$ cat src/rtl/mux_nx1_seq_hs.sv
// mux_nx1_seq_hs
// N:1 multiplexer with valid/ready handshaking on every input and on the
// output, followed by a small FIFO output buffer. The channel is chosen
// either by an explicit command or by a round-robin arbiter that only
// considers valid inputs.
//
// Ports:
//   clk, rst     clock and synchronous active-high reset
//   i_valid      per-channel valid (bit k = channel k)
//   i_data_bus   channel k payload at [k*DATA_WIDTH +: DATA_WIDTH]
//   o_ready      per-channel ready (combinational, at most one bit set)
//   i_en         acceptance enable (draining continues while low)
//   i_mode       0 = command select, 1 = round-robin
//   i_cmd        channel index used when i_mode = 0
//   o_valid      buffer non-empty
//   o_data_bus   head of buffer, zero when o_valid = 0
//   i_ready      downstream ready
//   o_sel        channel of the most recently accepted beat
//   o_count      buffer occupancy
module mux_nx1_seq_hs #(
  parameter int DATA_WIDTH     = 32,
  parameter int NUM_INPUTS     = 4,
  parameter int COMMMAND_WIDTH = $clog2(NUM_INPUTS),
  parameter int FIFO_DEPTH     = 2
) (
  input  logic                               clk,
  input  logic                               rst,
  input  logic [NUM_INPUTS-1:0]              i_valid,
  input  logic [NUM_INPUTS*DATA_WIDTH-1:0]   i_data_bus,
  output logic [NUM_INPUTS-1:0]              o_ready,
  input  logic                               i_en,
  input  logic                               i_mode,
  input  logic [COMMMAND_WIDTH-1:0]          i_cmd,
  output logic                               o_valid,
  output logic [DATA_WIDTH-1:0]              o_data_bus,
  input  logic                               i_ready,
  output logic [COMMMAND_WIDTH-1:0]          o_sel,
  output logic [$clog2(FIFO_DEPTH+1)-1:0]    o_count
);

  localparam int PTR_W = $clog2(FIFO_DEPTH);
  localparam int CNT_W = $clog2(FIFO_DEPTH + 1);

  logic [DATA_WIDTH-1:0]     mem_reg [FIFO_DEPTH];
  logic [PTR_W-1:0]          wr_ptr_reg;
  logic [PTR_W-1:0]          rd_ptr_reg;
  logic [CNT_W-1:0]          count_reg;
  logic [COMMMAND_WIDTH-1:0] rr_ptr_reg;
  logic [COMMMAND_WIDTH-1:0] rr_ptr_next;
  logic [COMMMAND_WIDTH-1:0] sel_reg;

  logic [DATA_WIDTH-1:0]     ch_data [NUM_INPUTS];
  logic                      grant_valid;
  logic [COMMMAND_WIDTH-1:0] grant_idx;
  int                        cand;
  logic                      full;
  logic                      empty;
  logic                      accept_ok;
  logic [NUM_INPUTS-1:0]     push_vec;
  logic                      push;
  logic                      pop;
  logic [DATA_WIDTH-1:0]     wr_data;

  assign full      = (count_reg == CNT_W'(FIFO_DEPTH));
  assign empty     = (count_reg == '0);
  assign accept_ok = grant_valid & i_en & ~full & ~rst;

  // Grant selection. In round-robin mode the loop runs from the farthest
  // offset down to zero so the last hit, i.e. the nearest valid channel
  // at or after rr_ptr, is the one that sticks.
  always_comb begin
    grant_valid = 1'b0;
    grant_idx   = '0;
    cand        = 0;
    if (!i_mode) begin
      if (int'(i_cmd) < NUM_INPUTS) begin
        grant_valid = 1'b1;
        grant_idx   = i_cmd;
      end
    end else begin
      for (int off = NUM_INPUTS - 1; off >= 0; off--) begin
        cand = (int'(rr_ptr_reg) + off) % NUM_INPUTS;
        if (i_valid[cand]) begin
          grant_valid = 1'b1;
          grant_idx   = COMMMAND_WIDTH'(cand);
        end
      end
    end
  end

  generate
    for (genvar gi = 0; gi < NUM_INPUTS; gi++) begin : g_chan
      assign ch_data[gi]  = i_data_bus[gi*DATA_WIDTH +: DATA_WIDTH];
      assign o_ready[gi]  = accept_ok & (grant_idx == COMMMAND_WIDTH'(gi));
      assign push_vec[gi] = o_ready[gi] & i_valid[gi];
    end
  endgenerate

  assign push = |push_vec;
  assign pop  = ~empty & i_ready;

  always_comb begin
    wr_data = '0;
    for (int k = 0; k < NUM_INPUTS; k++) begin
      if (grant_idx == COMMMAND_WIDTH'(k)) wr_data = ch_data[k];
    end
  end

  assign rr_ptr_next = (int'(grant_idx) == NUM_INPUTS - 1) ? '0
                                                           : grant_idx + COMMMAND_WIDTH'(1);

  // Buffer storage carries no reset; occupancy and pointers define validity.
  always_ff @(posedge clk) begin
    if (push) mem_reg[wr_ptr_reg] <= wr_data;
  end

  always_ff @(posedge clk) begin
    if (rst) begin
      wr_ptr_reg <= '0;
      rd_ptr_reg <= '0;
      count_reg  <= '0;
      rr_ptr_reg <= '0;
      sel_reg    <= '0;
    end else begin
      if (push) begin
        wr_ptr_reg <= wr_ptr_reg + PTR_W'(1);
        sel_reg    <= grant_idx;
        if (i_mode) rr_ptr_reg <= rr_ptr_next;
      end
      if (pop) rd_ptr_reg <= rd_ptr_reg + PTR_W'(1);
      if (push && !pop)      count_reg <= count_reg + CNT_W'(1);
      else if (pop && !push) count_reg <= count_reg - CNT_W'(1);
    end
  end

  assign o_valid    = ~empty;
  assign o_data_bus = empty ? '0 : mem_reg[rd_ptr_reg];
  assign o_sel      = sel_reg;
  assign o_count    = count_reg;

endmodule

$ cat config.mk
export PLATFORM = sky130hd
export DESIGN_NAME = mux_nx1_seq_hs
export DESIGN_NICKNAME = d
export VERILOG_FILES = /design/src/rtl/mux_nx1_seq_hs.sv
export SDC_FILE = /design/constraint.sdc
export NUM_CORES = 1
export LEC_CHECK = 0
export ABC_AREA = 0
export CAP_MARGIN = 30
export CORE_UTILIZATION = 45
export DETAILED_ROUTE_END_ITERATION = 7
export PLACE_DENSITY_LB_ADDON = 0.2
export SLEW_MARGIN = 20
export SYNTH_ARGS = -nofsm -noshare
export SYNTH_HDL_FRONTEND = slang
export SYNTH_SLANG_ARGS = --single-unit
$ cat constraint.sdc
create_clock -name clk -period 9.5 [get_ports clk]
set_input_delay 2.375 -clock clk [delete_from_list [all_inputs] [get_ports clk]]
set_output_delay 2.375 -clock clk [all_outputs]
set_load 0.005 [all_outputs]
; ---- Yosys cells after proc, flatten, opt, wreduce, memory -nomap -nowiden
; Memory sizes are Yosys's and may differ from the RTL's. A register that Yosys moved wholly into a read port is not among the register bits.
; Index checks and enable logic that the tools add are counted.
[totals]
inputBits = 139
out_inout_bits = 41
register_bits = 8
mem_count = 1
mem_bits_rw = 64
[memory_table]
columns = name, depth, word_bits, rd, rd_ports_with_merged_regs, wr, line
row1 = mem_reg, 2, 32, 1, 1, 1, 44  ; logic [DATA_WIDTH-1:0] mem_reg [FIFO_DEPTH];
[op_classes]
n_mux = 33
reduce_logical = 12
bitwise = 18
eq_ne = 5
order_cmp = 4
addsub = 8
[op_table]
columns = op, count
row1 = $mux 32, 5
row2 = $mux 1, 16
row3 = $mux 2, 8
row4 = $and 1x1->1, 12
row5 = $lt 3x4->1 const B, 3
row6 = $bmux 1 s2, 4
row7 = $add 2x1->2 const B, 3
row8 = $eq 2x2->1 const B, 3
row9 = $reduce_or 2->1, 3
row10 = $add 2x2->2 const B, 2
row11 = $eq 2x1->1 const B, 2
row12 = $logic_not 2->1, 2
row13 = $reduce_or 4->1, 1
row14 = $and 1x1->1 const A, 3
row15 = $lt 2x3->1 const B, 1
row16 = $not 1->1, 3
row17 = $add 1x1->1 const B, 2
row18 = $logic_and 1x1->1, 2
row19 = $logic_not 1->1, 2
row20 = $reduce_and 2->1, 1
row21 = $reduce_bool 2->1, 1
row22 = $sub 2x1->2 const B, 1

; ---- Longest topological paths before layout
[depth]
word_depth = 21
ltp_mapped = 15

; ---- Least setup slack after synthesis
; Ideal clock, no wire load.
[synth_path]
kind = input port to output port
from = input port i_valid[1]
to = output port o_ready[2]
arrival_ps = 4072
stages = 7
path_slack_ps = 3053
required_time_ps = 7125
cell_sequence = nand2b_1 -> o2111a_1 -> a211oi_1 -> ha_1 -> clkbuf_1 -> clkbuf_1 -> and2_2
[synth_between]
word_cells_on_any_way = 26
cone_classes = eq/ne (1) / mux (21) / bitwise (4)
[synth_rtl]
columns = element, line
row1 = start: declaration, 28  ; input logic [NUM_INPUTS-1:0] i_valid,
row2 = $bmux 1 s2, 83  ; if (i_valid[cand]) begin
row3 = $mux 1 (implied by the code) (2 in a row), 83
row4 = $mux 2 (3 in a row), 83
row5 = $mux 2 (*), 83
row6 = $mux 2 (*), 75  ; if (!i_mode) begin
row7 = via grant_idx[1], 54  ; logic [COMMMAND_WIDTH-1:0] grant_idx;
row8 = $eq 2x2->1 (*), 94  ; assign o_ready[gi] = accept_ok & (grant_idx == COMMMAND_WIDTH'(gi));
row9 = $and 1x1->1 (*), 94
row10 = end: declaration, 30  ; output logic [NUM_INPUTS-1:0] o_ready,
; The timed path passes the listed nets; every way through them passes the cells marked *. The select of a mux whose other input is x is not followed.

; ---- Worst setup path in the final report
[layout_path]
from = input port i_valid[2]
to = output port o_ready[0]
[layout_between]
word_cells_on_any_way = 26
cone_classes = mux (21) / bitwise (4) / reduce/logical (1)
[layout_rtl]
columns = element, line
row1 = $bmux 1 s2, 83
row2 = $mux 1 (implied by the code) (2 in a row), 83
row3 = $mux 2 (3 in a row), 83
row4 = $mux 2 (*), 83
row5 = $mux 2 (*), 75
row6 = via grant_idx[1], 54
row7 = $logic_not 2->1 (*), 94
row8 = $and 1x1->1 (*), 94
; Marks and branches as above.

==> summary.txt <==
Clock tree
  – Clock transition at the registers of the reported paths: 0.07 ns
  – Cts bufs inserted: 9
  – CTS tree: done
  – PostCTS Resize Cnt: 0
  – Clock Latency Late Sink: about 0.33 ns
  – Root Driver: clkbuf_8
  – CTS Buffer Depth: 2
  – Clock Sinks: between 70 and 80
  – Post-CTS Hold Buffers: 0
  – # Post-CTS Setup Buffers: 0
  – H-tree levels: 3

Layout
  – Layout Nets: 740
  – Filler Cells Inserted: between 600 and 700
  – Share of layout cells above drive strength 1: 0.0551
  – Max reg flops: 64
  – Area delta synth->final: 48.8%
  – Ant diodes: 0

Synth
  – Synth Cell Area: 4160 um^2
  – Synth Flop Type: edfxtp_1
  – Syn nets: 579
  – Synth async-reset ratio: 0
  – Library cells used by synthesis: 42
  – Synth warn: 0
  – Top cells by area, synth: edfxtp_1 (46%), mux2i_1 (8.2%), a21oi_1 (8.1%), nand2_1 (6.0%), nand3b_1 (6.0%)
  – FF+latch count, synth: 73
  – Cell count after synthesis: 435
  – Register area share after synthesis: 0.505
  – Syn_area_per_cell: 9.56 um^2
  – Post-synth top area share: 0.462
  – Number of flops mapped to enable cells by yosys: 64
  – Largest area contributor in the netlist: edfxtp_1

Detailed routing
  – Pre-antenna DRT Iters: 7
  – DR vias: 3733
  – Total wire length: 10800 um
  – DRT iter0 DRCs: 159
  – DR WL/cell: about 15 um
  – DRC violation count after routing: 9
  – Final antenna-violating net count: 0
  – Vias per cell: 5.28

Timing
  – Worst Tran Pin Value: 0.815 ns
  – Hold Fails Final Rpt: 0
  – Final period util: 0.754
  – Post-Route Setup TNS: 0 ns
  – Layout Skew: between 0.01 and 0.015 ns
  – Final setup margin: 2.34 ns
  – RSZ-0062 raised after global routing: false
  – Max-slew violation count: 0
  – Post-layout min period: around 7.2 ns
  – Max Freq: 140 MHz
  – Final setup viols: 0
  – Slew headroom: 0.455

Setup path
  – R2r setup slk: 5.70 ns
  – CP Max Fanout: 7
  – Kind of critical path: in2out
  – Crit end category: primary output
  – Worst Reg2Reg Path Length in Cells: 8
  – Startpoint Class: primary input
  – Worst EP arrival: 4.78 ns
  – R2r startpoint: rr_ptr_reg[1]
  – CP Data Required Time: slightly above 7 ns
  – Crit path launch: i_valid[2]

Die
  – Core Region: 8850 um^2
  – I/O pin cnt: 180
  – Die W: 98.1 um
  – Die span in y: 98.1 um
  – Starting density of the core: 0.470
  – Die footprint: 9630 um^2
  – Rows: 34

Pwr
  – Switching share of power: 0.314
  – Leakage power: between 2 and 2.5 nW
  – PwrDens: ~180 nW/um^2
  – P_sw: 0.340 mW
  – Share of power burned in registers: 0.375
  – Peak VDD IR: 211 uV
  – Cell Int Power: 0.743 mW
  – Comb power frac: 0.446
  – Total power: 1.08 mW
  – Clock power frac: 0.179

Global route
  – Initial antenna violation count: 0
  – Largest net degree at the start of global routing: 66
  – First-pass GRT wire length: 17000 um
  – Grt total ovfl: 0
  – Tot GR Track Use: 0.225
  – Vias in the first global route: 3556

Place
  – Setup WS pre-CTS: 2.35 ns
  – Gpl congestion: 0.844
  – Dpl hpwl: 7600 um
  – I/O Buffers: 179

Run status
  – Status: complete, but fails checks
  – Failing checks: design-rule violations

Min path
  – Hold depth: 2
  – Hold Startpoint: o_sel[1]
  – HP Class: reg2reg

Flow run
  – Max-Cap Viols: 0
[cell families after synthesis]
family / after synthesis / synth area share
buffers and inverters: 44 / 0.0427
XOR/XNOR: 4 / 0.00843
multiplexers: 34 / 0.0818
adder cells (fa/ha/maj): 5 / 0.0150
AO/OA/AOI/OAI: 113 / 0.150
flip-flops: 73 / 0.505
AND/OR/NAND/NOR: 162 / 0.196
[worst paths after layout]
kind	to
max	o_ready[0]
min	o_sel[1]
max reg2reg	mem_reg[1][15]
min reg2reg	o_sel[1]
[synthesized netlist by cell type (2+ instances only)]
cell      number
a21oi_1       67
and2_2         4
nand2_1       66
xor2_1         3
nor2b_1        2
buf_1          2
o21ai_0       35
edfxtp_1      64
ha_1           5
buf_2          3
nand3b_1      33
nand2b_1       2
clkbuf_1      28
nor2_1        41
dfxtp_1        9
mux2i_1       34
inv_1          9
and2_1         2
or2b_1         2
nor3b_1        2
[layout by cell type, fill, tap and decap left out, types with 4 or more instances in the layout]
cell type        count
a21oi_1             67
and2_2               5
buf_4                4
clkbuf_8             9
clkdlybuf4s50_1    179
dfxtp_1              8
edfxtp_1            64
inv_1                9
mux2i_1             34
nand2_1             66
nand3b_1            33
nor2_1              40
o21ai_0             35
[worst max-delay path, cell delays in order]
cell and delay [ns]:
clkdlybuf4s50_1 0.61, nand2b_1 0.13, o2111a_1 0.25, a211oi_1 0.45, inv_1 0.14, ha_1 0.23, and2_2 0.16, clkdlybuf4s50_1 0.44
[through the flow]
stage                      util  instance area, um^2  instances  hold slack [ns]
final                     0.699                 6190        707            0.499
after global routing      0.699                 6190        707            0.521
after CTS                 0.695                 6150        705            0.503
after detailed placement  0.678                 6000        691            0.482
after global placement    0.678                 6000        691            0.486
after floorplan               -                 4160        435            0.472
[layout make-up]
type | count | area [um^2] | area share
flip-flops and latches | 73 | 2100 | 0.340
multi-input cells | 318 | 1900 | 0.308
clock inverters | 4 | 22.5 | 0.00364
repair buffers | 185 | 1860 | 0.301
clock buffers | 10 | 128 | 0.0206
well taps | 108 | 135 | 0.0218
inverters | 9 | 33.8 | 0.00546
[power groups by stage]
stage               logic (mW)  registers (mW)  clock network, mW
finish                   0.483           0.406              0.194
global route             0.530           0.408              0.210
CTS                      0.465           0.425              0.198
detailed placement       0.463           0.432                  0
global placement         0.454           0.430                  0
floorplan                0.237           0.399                  0
[routing by layer]
metal | share of wire | track usage | up-vias
met5 | 0 | 0 | -
met4 | 0.016 | 0.0792 | 0
met3 | 0.062 | 0.0415 | 13
met2 | 0.52 | 0.412 | 129
met1 | 0.40 | 0.264 | 1728
li1 | - | - | 1863
Power figures use the tool's default switching activity.
